<file path="src/rtl/spi_master.sv">
// spi_master: SPI master with runtime mode, bit order, slave select and clock divider.
// Optional macro SPI_MASTER_LOOPBACK_EN adds a loopback input that samples mosi instead of miso.
module spi_master #(
   parameter int unsigned DATA_W = 8,
   parameter int unsigned NUM_SS = 4,
   parameter int unsigned DIV_W  = 16
) (
   input  logic                                            clk,
   input  logic                                            rst,
   input  logic [DATA_W-1:0]                               data_in,
   output logic [DATA_W-1:0]                               data_out,
   input  logic                                            ready_send,
   output logic                                            busy,
   output logic                                            done,
   input  logic                                            cpol,
   input  logic                                            cpha,
   input  logic                                            lsb_first,
   input  logic [((NUM_SS > 1) ? $clog2(NUM_SS) : 1)-1:0]  ss_sel,
   input  logic [DIV_W-1:0]                                clk_div,
   input  logic                                            miso,
`ifdef SPI_MASTER_LOOPBACK_EN
   input  logic                                            loopback,
`endif
   output logic                                            mosi,
   output logic                                            sclk,
   output logic [NUM_SS-1:0]                               ss_n
);

   localparam int unsigned SS_W  = (NUM_SS > 1) ? $clog2(NUM_SS) : 1;
   localparam int unsigned NEDGE = 2 * DATA_W;
   localparam int unsigned EC_W  = $clog2(NEDGE + 1);

   typedef enum logic [1:0] {IDLE, LEAD, XFER, TRAIL} state_t;

   state_t            state_q, state_d;
   logic [DIV_W-1:0]  cnt_q, cnt_d;
   logic [DIV_W-1:0]  half_q, half_d;
   logic [EC_W-1:0]   edge_q, edge_d;
   logic [DATA_W-1:0] tx_q, tx_d;
   logic [DATA_W-1:0] rx_q, rx_d;
   logic [DATA_W-1:0] data_out_q, data_out_d;
   logic              cpol_q, cpol_d;
   logic              cpha_q, cpha_d;
   logic              lsb_q, lsb_d;
   logic [SS_W-1:0]   ss_sel_q, ss_sel_d;
   logic              mosi_q, mosi_d;
   logic              sclk_q, sclk_d;
   logic [NUM_SS-1:0] ss_n_q, ss_n_d;
   logic              busy_q, busy_d;
   logic              done_q, done_d;

   logic              tick_c;
   logic              sample_c;
   logic              rx_bit_c;

   function automatic logic first_bit(input logic [DATA_W-1:0] w, input logic lsb);
      return lsb ? w[0] : w[DATA_W-1];
   endfunction

   function automatic logic [DATA_W-1:0] shift_out(input logic [DATA_W-1:0] w, input logic lsb);
      return lsb ? {1'b0, w[DATA_W-1:1]} : {w[DATA_W-2:0], 1'b0};
   endfunction

   function automatic logic [DATA_W-1:0] shift_in(input logic [DATA_W-1:0] w, input logic lsb,
                                                  input logic b);
      return lsb ? {b, w[DATA_W-1:1]} : {w[DATA_W-2:0], b};
   endfunction

   // Out-of-range indices leave every select deasserted.
   function automatic logic [NUM_SS-1:0] ss_decode(input logic [SS_W-1:0] sel);
      logic [NUM_SS-1:0] v;
      v = '1;
      for (int unsigned i = 0; i < NUM_SS; i++) begin
         if (sel == SS_W'(i)) v[i] = 1'b0;
      end
      return v;
   endfunction

`ifdef SPI_MASTER_LOOPBACK_EN
   assign rx_bit_c = loopback ? mosi_q : miso;
`else
   assign rx_bit_c = miso;
`endif

   assign tick_c   = (cnt_q == half_q - DIV_W'(1));
   // Leading edges sample when cpha=0, trailing edges sample when cpha=1.
   assign sample_c = (~edge_q[0]) ^ cpha_q;

   always_comb begin
      state_d    = state_q;
      cnt_d      = cnt_q;
      half_d     = half_q;
      edge_d     = edge_q;
      tx_d       = tx_q;
      rx_d       = rx_q;
      data_out_d = data_out_q;
      cpol_d     = cpol_q;
      cpha_d     = cpha_q;
      lsb_d      = lsb_q;
      ss_sel_d   = ss_sel_q;
      mosi_d     = mosi_q;
      sclk_d     = sclk_q;
      ss_n_d     = ss_n_q;
      busy_d     = busy_q;
      done_d     = 1'b0;

      unique case (state_q)
         IDLE: begin
            if (ready_send) begin
               state_d  = LEAD;
               cnt_d    = '0;
               half_d   = (clk_div == '0) ? DIV_W'(1) : clk_div;
               edge_d   = '0;
               cpol_d   = cpol;
               cpha_d   = cpha;
               lsb_d    = lsb_first;
               ss_sel_d = ss_sel;
               rx_d     = '0;
               sclk_d   = cpol;
               busy_d   = 1'b1;
               ss_n_d   = ss_decode(ss_sel);
               if (cpha) begin
                  tx_d = data_in;
               end else begin
                  mosi_d = first_bit(data_in, lsb_first);
                  tx_d   = shift_out(data_in, lsb_first);
               end
            end
         end
         LEAD, XFER: begin
            if (tick_c) begin
               cnt_d   = '0;
               sclk_d  = ~sclk_q;
               edge_d  = edge_q + EC_W'(1);
               state_d = (edge_q == EC_W'(NEDGE - 1)) ? TRAIL : XFER;
               if (sample_c) begin
                  rx_d = shift_in(rx_q, lsb_q, rx_bit_c);
               end else if (edge_q != EC_W'(NEDGE - 1)) begin
                  mosi_d = first_bit(tx_q, lsb_q);
                  tx_d   = shift_out(tx_q, lsb_q);
               end
            end else begin
               cnt_d = cnt_q + DIV_W'(1);
            end
         end
         TRAIL: begin
            sclk_d = cpol_q;
            if (tick_c) begin
               state_d    = IDLE;
               cnt_d      = '0;
               busy_d     = 1'b0;
               done_d     = 1'b1;
               ss_n_d     = '1;
               data_out_d = rx_q;
            end else begin
               cnt_d = cnt_q + DIV_W'(1);
            end
         end
      endcase
   end

   always_ff @(posedge clk or posedge rst) begin
      if (rst) begin
         state_q    <= IDLE;
         cnt_q      <= '0;
         half_q     <= DIV_W'(1);
         edge_q     <= '0;
         tx_q       <= '0;
         rx_q       <= '0;
         data_out_q <= '0;
         cpol_q     <= 1'b0;
         cpha_q     <= 1'b0;
         lsb_q      <= 1'b0;
         ss_sel_q   <= '0;
         mosi_q     <= 1'b0;
         sclk_q     <= 1'b0;
         ss_n_q     <= '1;
         busy_q     <= 1'b0;
         done_q     <= 1'b0;
      end else begin
         state_q    <= state_d;
         cnt_q      <= cnt_d;
         half_q     <= half_d;
         edge_q     <= edge_d;
         tx_q       <= tx_d;
         rx_q       <= rx_d;
         data_out_q <= data_out_d;
         cpol_q     <= cpol_d;
         cpha_q     <= cpha_d;
         lsb_q      <= lsb_d;
         ss_sel_q   <= ss_sel_d;
         mosi_q     <= mosi_d;
         sclk_q     <= sclk_d;
         ss_n_q     <= ss_n_d;
         busy_q     <= busy_d;
         done_q     <= done_d;
      end
   end

   assign data_out = data_out_q;
   assign busy     = busy_q;
   assign done     = done_q;
   assign mosi     = mosi_q;
   assign sclk     = sclk_q;
   assign ss_n     = ss_n_q;

endmodule
</file>
<file path="config.mk">
export PLATFORM = sky130hd
export DESIGN_NAME = spi_master
export DESIGN_NICKNAME = d
export VERILOG_FILES = /design/src/rtl/spi_master.sv
export SDC_FILE = /design/constraint.sdc
export NUM_CORES = 1
export LEC_CHECK = 0
export BUFFER_PORTS_ARGS = -buffer_cell sky130_fd_sc_hd__buf_4
export CORE_UTILIZATION = 45
export CTS_BUF_LIST = sky130_fd_sc_hd__clkbuf_4 sky130_fd_sc_hd__clkbuf_8 sky130_fd_sc_hd__clkbuf_16
export DETAILED_ROUTE_END_ITERATION = 12
export SLEW_MARGIN = 0
export SYNTH_ARGS = -nofsm -noshare
export SYNTH_HDL_FRONTEND = slang
export SYNTH_SLANG_ARGS = --single-unit
export TNS_END_PERCENT = 10
</file>
<file path="constraint.sdc">
create_clock -name clk -period 9.3 [get_ports clk]
set_clock_uncertainty 0.15 [all_clocks]
set_input_delay 0.93 -clock clk [delete_from_list [all_inputs] [get_ports clk]]
set_output_delay 0.93 -clock clk [all_outputs]
set_load 0.005 [all_outputs]
</file>
==> results of run 1 <==
-- logic make-up after synthesis --
logic type      synth area share (%)
mux                             15.8
compound gates                  16.2
fa+ha+maj                       1.95
buf+inv                         3.68
xor+xnor                        3.71
simple gates                    17.3
flops                           41.4
-- layer usage --
metal	part of all wire (%)	track usage [%]	wire [um]	up-vias
li1	-	-	-	1733
met1	49	29.8	4920	1704
met2	45	32.1	4550	78
met5	0	0	0	-
met4	2.3	9.56	233	0
met3	3.6	3.21	366	18
-- critical path: stages (launching register included) --
cell       delay [ns]
dfstp_2          0.59
inv_1            0.07
ha_1             0.27
nand2b_1         0.17
o211ai_1         0.09
o21ai_0          0.17
a2111oi_4        0.49
nand4b_1         0.18
nor2_1           0.65
nand2_1          0.40
mux2_2           0.38
-- layout make-up --
| cell class | count | area share [%] |
|---|---|---|
| timing repair buffer | 51 | 7.37 |
| multi-input combinational | 332 | 47.4 |
| clock inverter | 7 | 2.41 |
| clock buffer | 9 | 2.38 |
| tap | 133 | 3.20 |
| sequential | 74 | 35.7 |
| inverter | 20 | 1.44 |
-- worst min path at each step --
stage | from | to | slack [ns] | cells past startpoint
4_1_cts | busy | busy | 0.34 | 1
2_1_floorplan | rx_q[0] | rx_q[0] | 0.32 | 1
6_report | busy | busy | 0.34 | 1
3_5_place_dp | busy | busy | 0.32 | 1
3_3_place_gp | busy | busy | 0.31 | 1
5_1_grt | ss_n[2] | ss_n[2] | 0.37 | 1
-- synth_stat cells (2+ instances only) --
cell and number:
a2111oi_4 2, a211oi_1 11, a21oi_1 24, a22o_1 3
a2bb2oi_1 2, a31oi_1 3, a41o_1 2, and3_1 8
and3b_1 2, buf_1 2, buf_2 3, clkbuf_1 15
dfrtp_1 69, dfstp_2 5, ha_1 7, inv_1 20
mux2_1 2, mux2_2 36, mux2i_1 28, nand2_1 35
nand2b_1 4, nand3_1 15, nand4_1 4, nand4b_1 2
nor2_1 32, nor2b_1 4, nor3_1 12, nor4_1 7
o211ai_1 4, o21ai_0 16, o22a_1 2, o2bb2ai_1 8
o311ai_1 4, o31ai_1 2, or3_1 2, or4_1 2
xnor2_1 14, xor2_1 5
-- layout by cell type, fill, tap and decap left out, types with 3 or more instances in the layout --
cell,count
a211oi_1,11
a21oi_1,24
a22o_1,3
a31oi_1,3
and3_1,8
buf_4,51
bufinv_16,3
clkbuf_8,9
dfrtp_1,69
dfstp_2,5
ha_1,7
inv_1,19
mux2_2,36
mux2i_1,28
nand2_1,35
nand2b_1,4
nand3_1,15
nand4_1,4
nor2_1,32
nor2b_1,4
nor3_1,12
nor4_1,7
o211ai_1,4
o21ai_0,16
o2bb2ai_1,8
o311ai_1,4
xnor2_1,14
xor2_1,5
-- sequential cells by signal, summed over array words and instances (netlist names) --
name,count
tx_q,8
mosi,1
rx_q,8
busy,1
sclk,1
cpha_q,1
half_q,16
edge_q,5
cpol_q,1
cnt_q,16
lsb_q,1
done,1
ss_n,4
data_out,8
state_q,2
-- through the flow --
step,setup slack [ns],util [%]
floorplan,6.35,-
global placement,5.71,50.9
detailed placement,5.61,50.9
CTS,5.59,53.4
global route,5.26,53.4
finish,5.57,53.4
-- power by group through the flow --
stage                     combinational (mW)  sequential, mW  clock (mW)
after detailed placement               0.585           0.547           0
final                                  0.582           0.542       0.310
after CTS                              0.587           0.542       0.320
after global placement                 0.576           0.545           0
after global routing                   0.648           0.560       0.332
after floorplan                        0.496           0.486           0
==> results by group, run 1 <==
Status
  – Status: complete, no violations

Logic synthesis
  – Leading area contributor after synthesis: dfrtp_1
  – Seq/Total Area, Yosys: 41.4%
  – Unique masters post-synth: 67
  – Synth async-reset ratio: 100%
  – Synth top area cells: dfrtp_1, mux2_2, mux2i_1
  – Yosys top cell area share: 38.5%
  – Mean post-synth cell area: 10.0 um^2
  – Yosys reg bits: 74
  – Syn nets: 487
  – Post-synth EDFFs: 0
  – Main synth FF type: dfrtp_1
  – Ys Warns: 0
  – Netlist Area Pre-Place: 0.00449 mm^2
  – Cells after synthesis: 447

Clock network
  – Setup bufs post-CTS: 0
  – Post-CTS Hold Buffers: 0
  – CTS tree: built
  – Reg clk slew, reported paths: 0.08 ns
  – Clock Sink Count: 74
  – H-Tree Depth: 3
  – Resized Gates After CTS: 0
  – CTS buffer count: 9
  – Worst skew pair latency: 0.36 ns
  – CTS Buffer Depth: 2
  – Root buf cell: clkbuf_8

Power and ir drop
  – Net Sw Frac: 39.0%
  – Power consumption: 1.43 mW
  – LEAKAGE: 2.18 nW
  – VDD IR max: 117 uV
  – NetSw: 559 uW
  – Clock power frac: 21.6%
  – Sequential share of power: 37.8%
  – Internal power: 875 uW
  – Pwr dens: 276 mW/mm^2
  – Combinational power share: 40.6%

Finish
  – Area Growth Syn to Fin: 15.8%
  – Non-filler cells in the finished layout: 626
  – Layout cells sized above 1: 24.9%
  – Layout fillers: 927
  – Multi-input gate area: 0.00247 mm^2
  – Antenna Cells: 0
  – Register area: 0.00186 mm^2
  – Layout Nets: 528
  – Final instance area: 0.00520 mm^2

Drt
  – Initial drt markers: 116
  – DRC viols: 0
  – Final wirelength: 10.1 mm
  – Via density: 5.64
  – Vias: 3533
  – Detail Route Antenna Nets: 0
  – Drt pass-1 iters: 4
  – Wirelength per Cell: 16.1 um

Floorplan
  – Rows: 36
  – Die Y: 102 um
  – Die width: 102 um
  – Core area: 0.00973 mm^2
  – Die area: 0.0104 mm^2
  – I/O pins: 49
  – Initial Utilization: 46.1%

Critical path
  – Max Fanout on Critical Path: 11
  – CP startpoint: half_q[0]
  – CP endpoint: data_out[5]
  – Worst r2r src: half_q[0]
  – Worst Setup End Kind: flip-flop
  – CP arrival: 3.83 ns
  – Crit path required time: 9.39 ns
  – Crit start category: flip-flop
  – FF-to-FF End: data_out[5]
  – Reg2Reg Setup Slack: 5.57 ns
  – Reg2reg path depth: 10
  – Crit path kind: reg2reg

Timing
  – Fin. Hold Viols: 0
  – Actual slew at the worst max-slew pin: 1.04 ns
  – Min Tclk post-route: 3.73 ns
  – Final setup viols: 0
  – Setup TNS: 0 ns
  – Worst slew margin: 30.8%
  – Worst Hold Slack: 0.341 ns
  – Fmax: 268 MHz
  – Fin. max-slew vios: 0
  – Share of the clock period used by the worst path: 40.1%
  – RSZ-0062 raised after global routing: false

Global route
  – Grt total ovfl: 0
  – Initial antenna violation count: 0
  – First-pass GRT wire length: 16.8 mm
  – Largest net degree at the start of global routing: 75
  – GRT Total Usage: 21.1%
  – Vias in the first global route: 3378

Placement
  – Port Buffers: 48
  – DP Area: 0.00495 mm^2
  – Cell count after placement: 610
  – GPL Wtd Cong: 0.859
  – DP HPWL: 7.41 mm

Run
  – Maxcap violations: 0

Hold path
  – Worst min-delay path class: reg2reg
Power figures use the tool's default switching activity.
==> inputs of run 2 (changes only) <==
--- a/config.mk
+++ b/config.mk
@@ -9,6 +9,7 @@
 export CORE_UTILIZATION = 45
 export CTS_BUF_LIST = sky130_fd_sc_hd__clkbuf_4 sky130_fd_sc_hd__clkbuf_8 sky130_fd_sc_hd__clkbuf_16
 export DETAILED_ROUTE_END_ITERATION = 12
+export PLACE_DENSITY = 0.66
 export SLEW_MARGIN = 0
 export SYNTH_ARGS = -nofsm -noshare
 export SYNTH_HDL_FRONTEND = slang
==> constraint.sdc (replaced) <==
create_clock -name clk -period 3.4 [get_ports clk]
set_clock_uncertainty 0.15 [all_clocks]
set_input_delay 0.34 -clock clk [delete_from_list [all_inputs] [get_ports clk]]
set_output_delay 0.34 -clock clk [all_outputs]
set_load 0.005 [all_outputs]
==> run 2 against run 1 <==
Die area did not move. First-iteration DRC count rose by 27%. Largest cell class unchanged. Final cell count rose by 1.3%. Combinational power rose to 2.8 times the previous value. Clock power rose to 2.8 times the previous value. Sequential power rose to 2.7 times the previous value. Global-route usage barely moved. Via count rose by 2.1%. Maximum frequency rose by 16%. Largest power group unchanged. Cell area rose by 1.7%. Critical path depth did not move.
==> results by group, run 2 (synthesized netlist as in run 1, its figures left out) <==
Status
  – Status: complete, no violations

Timing
  – Fin. max-slew vios: 0 (unchanged)
  – Share of the clock period used by the worst path: 94.6% (+55 points)
  – Actual slew at the worst max-slew pin: 0.832 ns (-0.203 ns)
  – Worst slew margin: 44.5% (+14 points)
  – Fin. Hold Viols: 0 (unchanged)
  – RSZ-0062 raised after global routing: true
  – Min Tclk post-route: 3.22 ns (-0.514 ns)
  – Fmax: 311 MHz (+16%)
  – Setup TNS: 0 ns (unchanged)
  – Final setup viols: 0 (unchanged)

Critical path
  – Worst Setup End Kind: flip-flop
  – Crit path required time: 3.50 ns (-5.89 ns)
  – Crit path kind: reg2reg
  – CP arrival: 3.32 ns (-0.51 ns)
  – Crit start category: flip-flop
  – Max Fanout on Critical Path: 8 (-3)

Clock network
  – Reg clk slew, reported paths: 0.09 ns (about the same)
  – CTS tree: built
  – Clock Sink Count: 74 (unchanged)
  – CTS buffer count: 9 (unchanged)
  – CTS Buffer Depth: 2 (unchanged)
  – H-Tree Depth: 3 (unchanged)
  – Root buf cell: clkbuf_8
  – Worst skew pair latency: 0.36 ns (about the same)

Global route
  – Met1 Use GR: 30.7% (+0.94 points)
  – GR Layer Usage met3: 3.76% (+0.55 points)
  – Gr busiest metal: met2
  – Grt total ovfl: 0 (unchanged)
  – First-pass GRT wire length: 17.1 mm (+1.8%)
  – Initial antenna violation count: 0 (unchanged)
  – Vias in the first global route: 3590 (+6.3%)
  – Largest net degree at the start of global routing: 27 (-64%)
  – GRT Total Usage: 21.1% (+0.023 points)
  – Met2 Resource Use GR: 30.9% (-1.2 points)

Floorplan
  – Die width: 102 um (unchanged)
  – Core area: 0.00973 mm^2 (unchanged)
  – Die area: 0.0104 mm^2 (unchanged)
  – Rows: 36 (unchanged)
  – I/O pins: 49 (unchanged)
  – Initial Utilization: 46.1% (unchanged)
  – Die Y: 102 um (unchanged)

Hold path
  – Worst min-delay path class: in2reg

Power and ir drop
  – NetSw: 1.57 mW (+180%)
  – Combinational power share: 41.2% (+0.6 points)
  – LEAKAGE: 2.22 nW (+1.9%)
  – Sequential share of power: 37.3% (-0.5 points)
  – Power consumption: 3.99 mW (+180%)
  – Pwr dens: 755 mW/mm^2 (+170%)
  – Internal power: 2.42 mW (+180%)
  – Net Sw Frac: 39.3% (+0.34 points)
  – VDD IR max: 399 uV (+240%)
  – Clock power frac: 21.5% (about the same)

Run
  – Maxcap violations: 0 (unchanged)

Finish
  – Layout cells sized above 1: 26.5% (+1.6 points)
  – Layout fillers: 911 (-1.7%)
  – Antenna Cells: 0 (unchanged)
  – Register area: 0.00186 mm^2 (unchanged)
  – Layout Nets: 536 (+1.5%)
  – Area Growth Syn to Fin: 17.8%
  – Most common cell after layout, fill and taps aside: dfrtp_1
  – Commonest non-fill, non-tap cells in the layout: dfrtp_1, buf_4, mux2_2
  – Multi-input gate area: 0.00249 mm^2 (+0.96%)
  – Top flop regs: cnt_q (16), half_q (16)

Drt
  – Final wirelength: 10.1 mm (+0.65%)
  – Vias: 3606 (+2.1%)
  – Wirelength per Cell: 16.0 um (-0.62%)
  – DRC viols: 0 (unchanged)
  – Initial drt markers: 147 (+27%)
  – Drt pass-1 iters: 4 (unchanged)
  – Detail Route Antenna Nets: 0 (unchanged)
  – Via density: 5.69 (+0.78%)

Placement
  – DP HPWL: 7.28 mm (-1.8%)
  – GPL Wtd Cong: 0.923 (+7.5%)
  – Port Buffers: 48 (unchanged)
[run 2: cell types whose count changed in the layout (fill, tap and decap cells not counted), sizes merged]
| cell | before | now |
|---|---|---|
| buf | 51 | 57 |
| dlygate4sd3 | 0 | 2 |
[run 2: routing by layer]
layer / wire length [um] / vias to the layer above
met2: 4420 / 71
met4: 231 / 0
met1: 5040 / 1771
li1: - / 1747
met5: 0 / -
met3: 450 / 17
[run 2: critical path, stage by stage, from the launching register on]
cell and delay (ns):
dfstp_2 0.60, inv_1 0.07, ha_1 0.27, nand2b_1 0.17, o211ai_1 0.10, o21ai_0 0.16
a2111oi_4 0.48, nand4b_4 0.18, o41ai_1 0.53, nand2_2 0.22, o2bb2ai_1 0.17
[run 2: timing repair]
item	4_1_cts	5_1_grt
hold buffers	2	0
endpoints found under the setup margin	0	27
gates resized for setup	0	5
setup buffers	0	1
endpoints found under the hold margin	20	0
[run 2: final cells by class]
type	count	area share, %
clock inverter	7	2.37
multi-input combinational	332	47.1
sequential	74	35.1
timing repair buffer	59	8.47
clock buffer	9	2.34
tap	133	3.15
inverter	20	1.42
[run 2: power by group through the flow]
stage          sequential (mW)  clock [mW]  combinational [mW]
6_report                  1.49       0.858                1.65
5_1_grt                   1.53       0.902                1.83
4_1_cts                   1.47       0.868                1.63
3_5_place_dp              1.49           0                1.62
3_3_place_gp              1.47           0                1.58
2_1_floorplan             1.33           0                1.36
[run 2: worst paths after layout]
kind,startpoint,endpoint,slack [ns],depth (start not counted)
max,half_q[0],rx_q[5],0.18,10
min,clk_div[11],half_q[11],0.07,2
max reg2reg,half_q[0],rx_q[5],0.18,10
min reg2reg,busy,busy,0.33,1
max in group asynchronous,rst,half_q[0],1.89,4
min in group asynchronous,rst,data_out[0],0.42,3
[run 2: through the flow]
stage | hold WS [ns] | area [um^2] | std cells | utilization, % | setup WS [ns]
floorplan | 0.240 | 4490 | 447 | - | 0.450
global placement | 0.254 | 4990 | 615 | 51.2 | 0.171
detailed placement | 0.261 | 4990 | 615 | 51.2 | 0.162
CTS | 0.0639 | 5260 | 633 | 54.0 | 0.151
global route | 0.0730 | 5290 | 634 | 54.3 | -0.00720
finish | 0.0721 | 5290 | 634 | 54.3 | 0.182
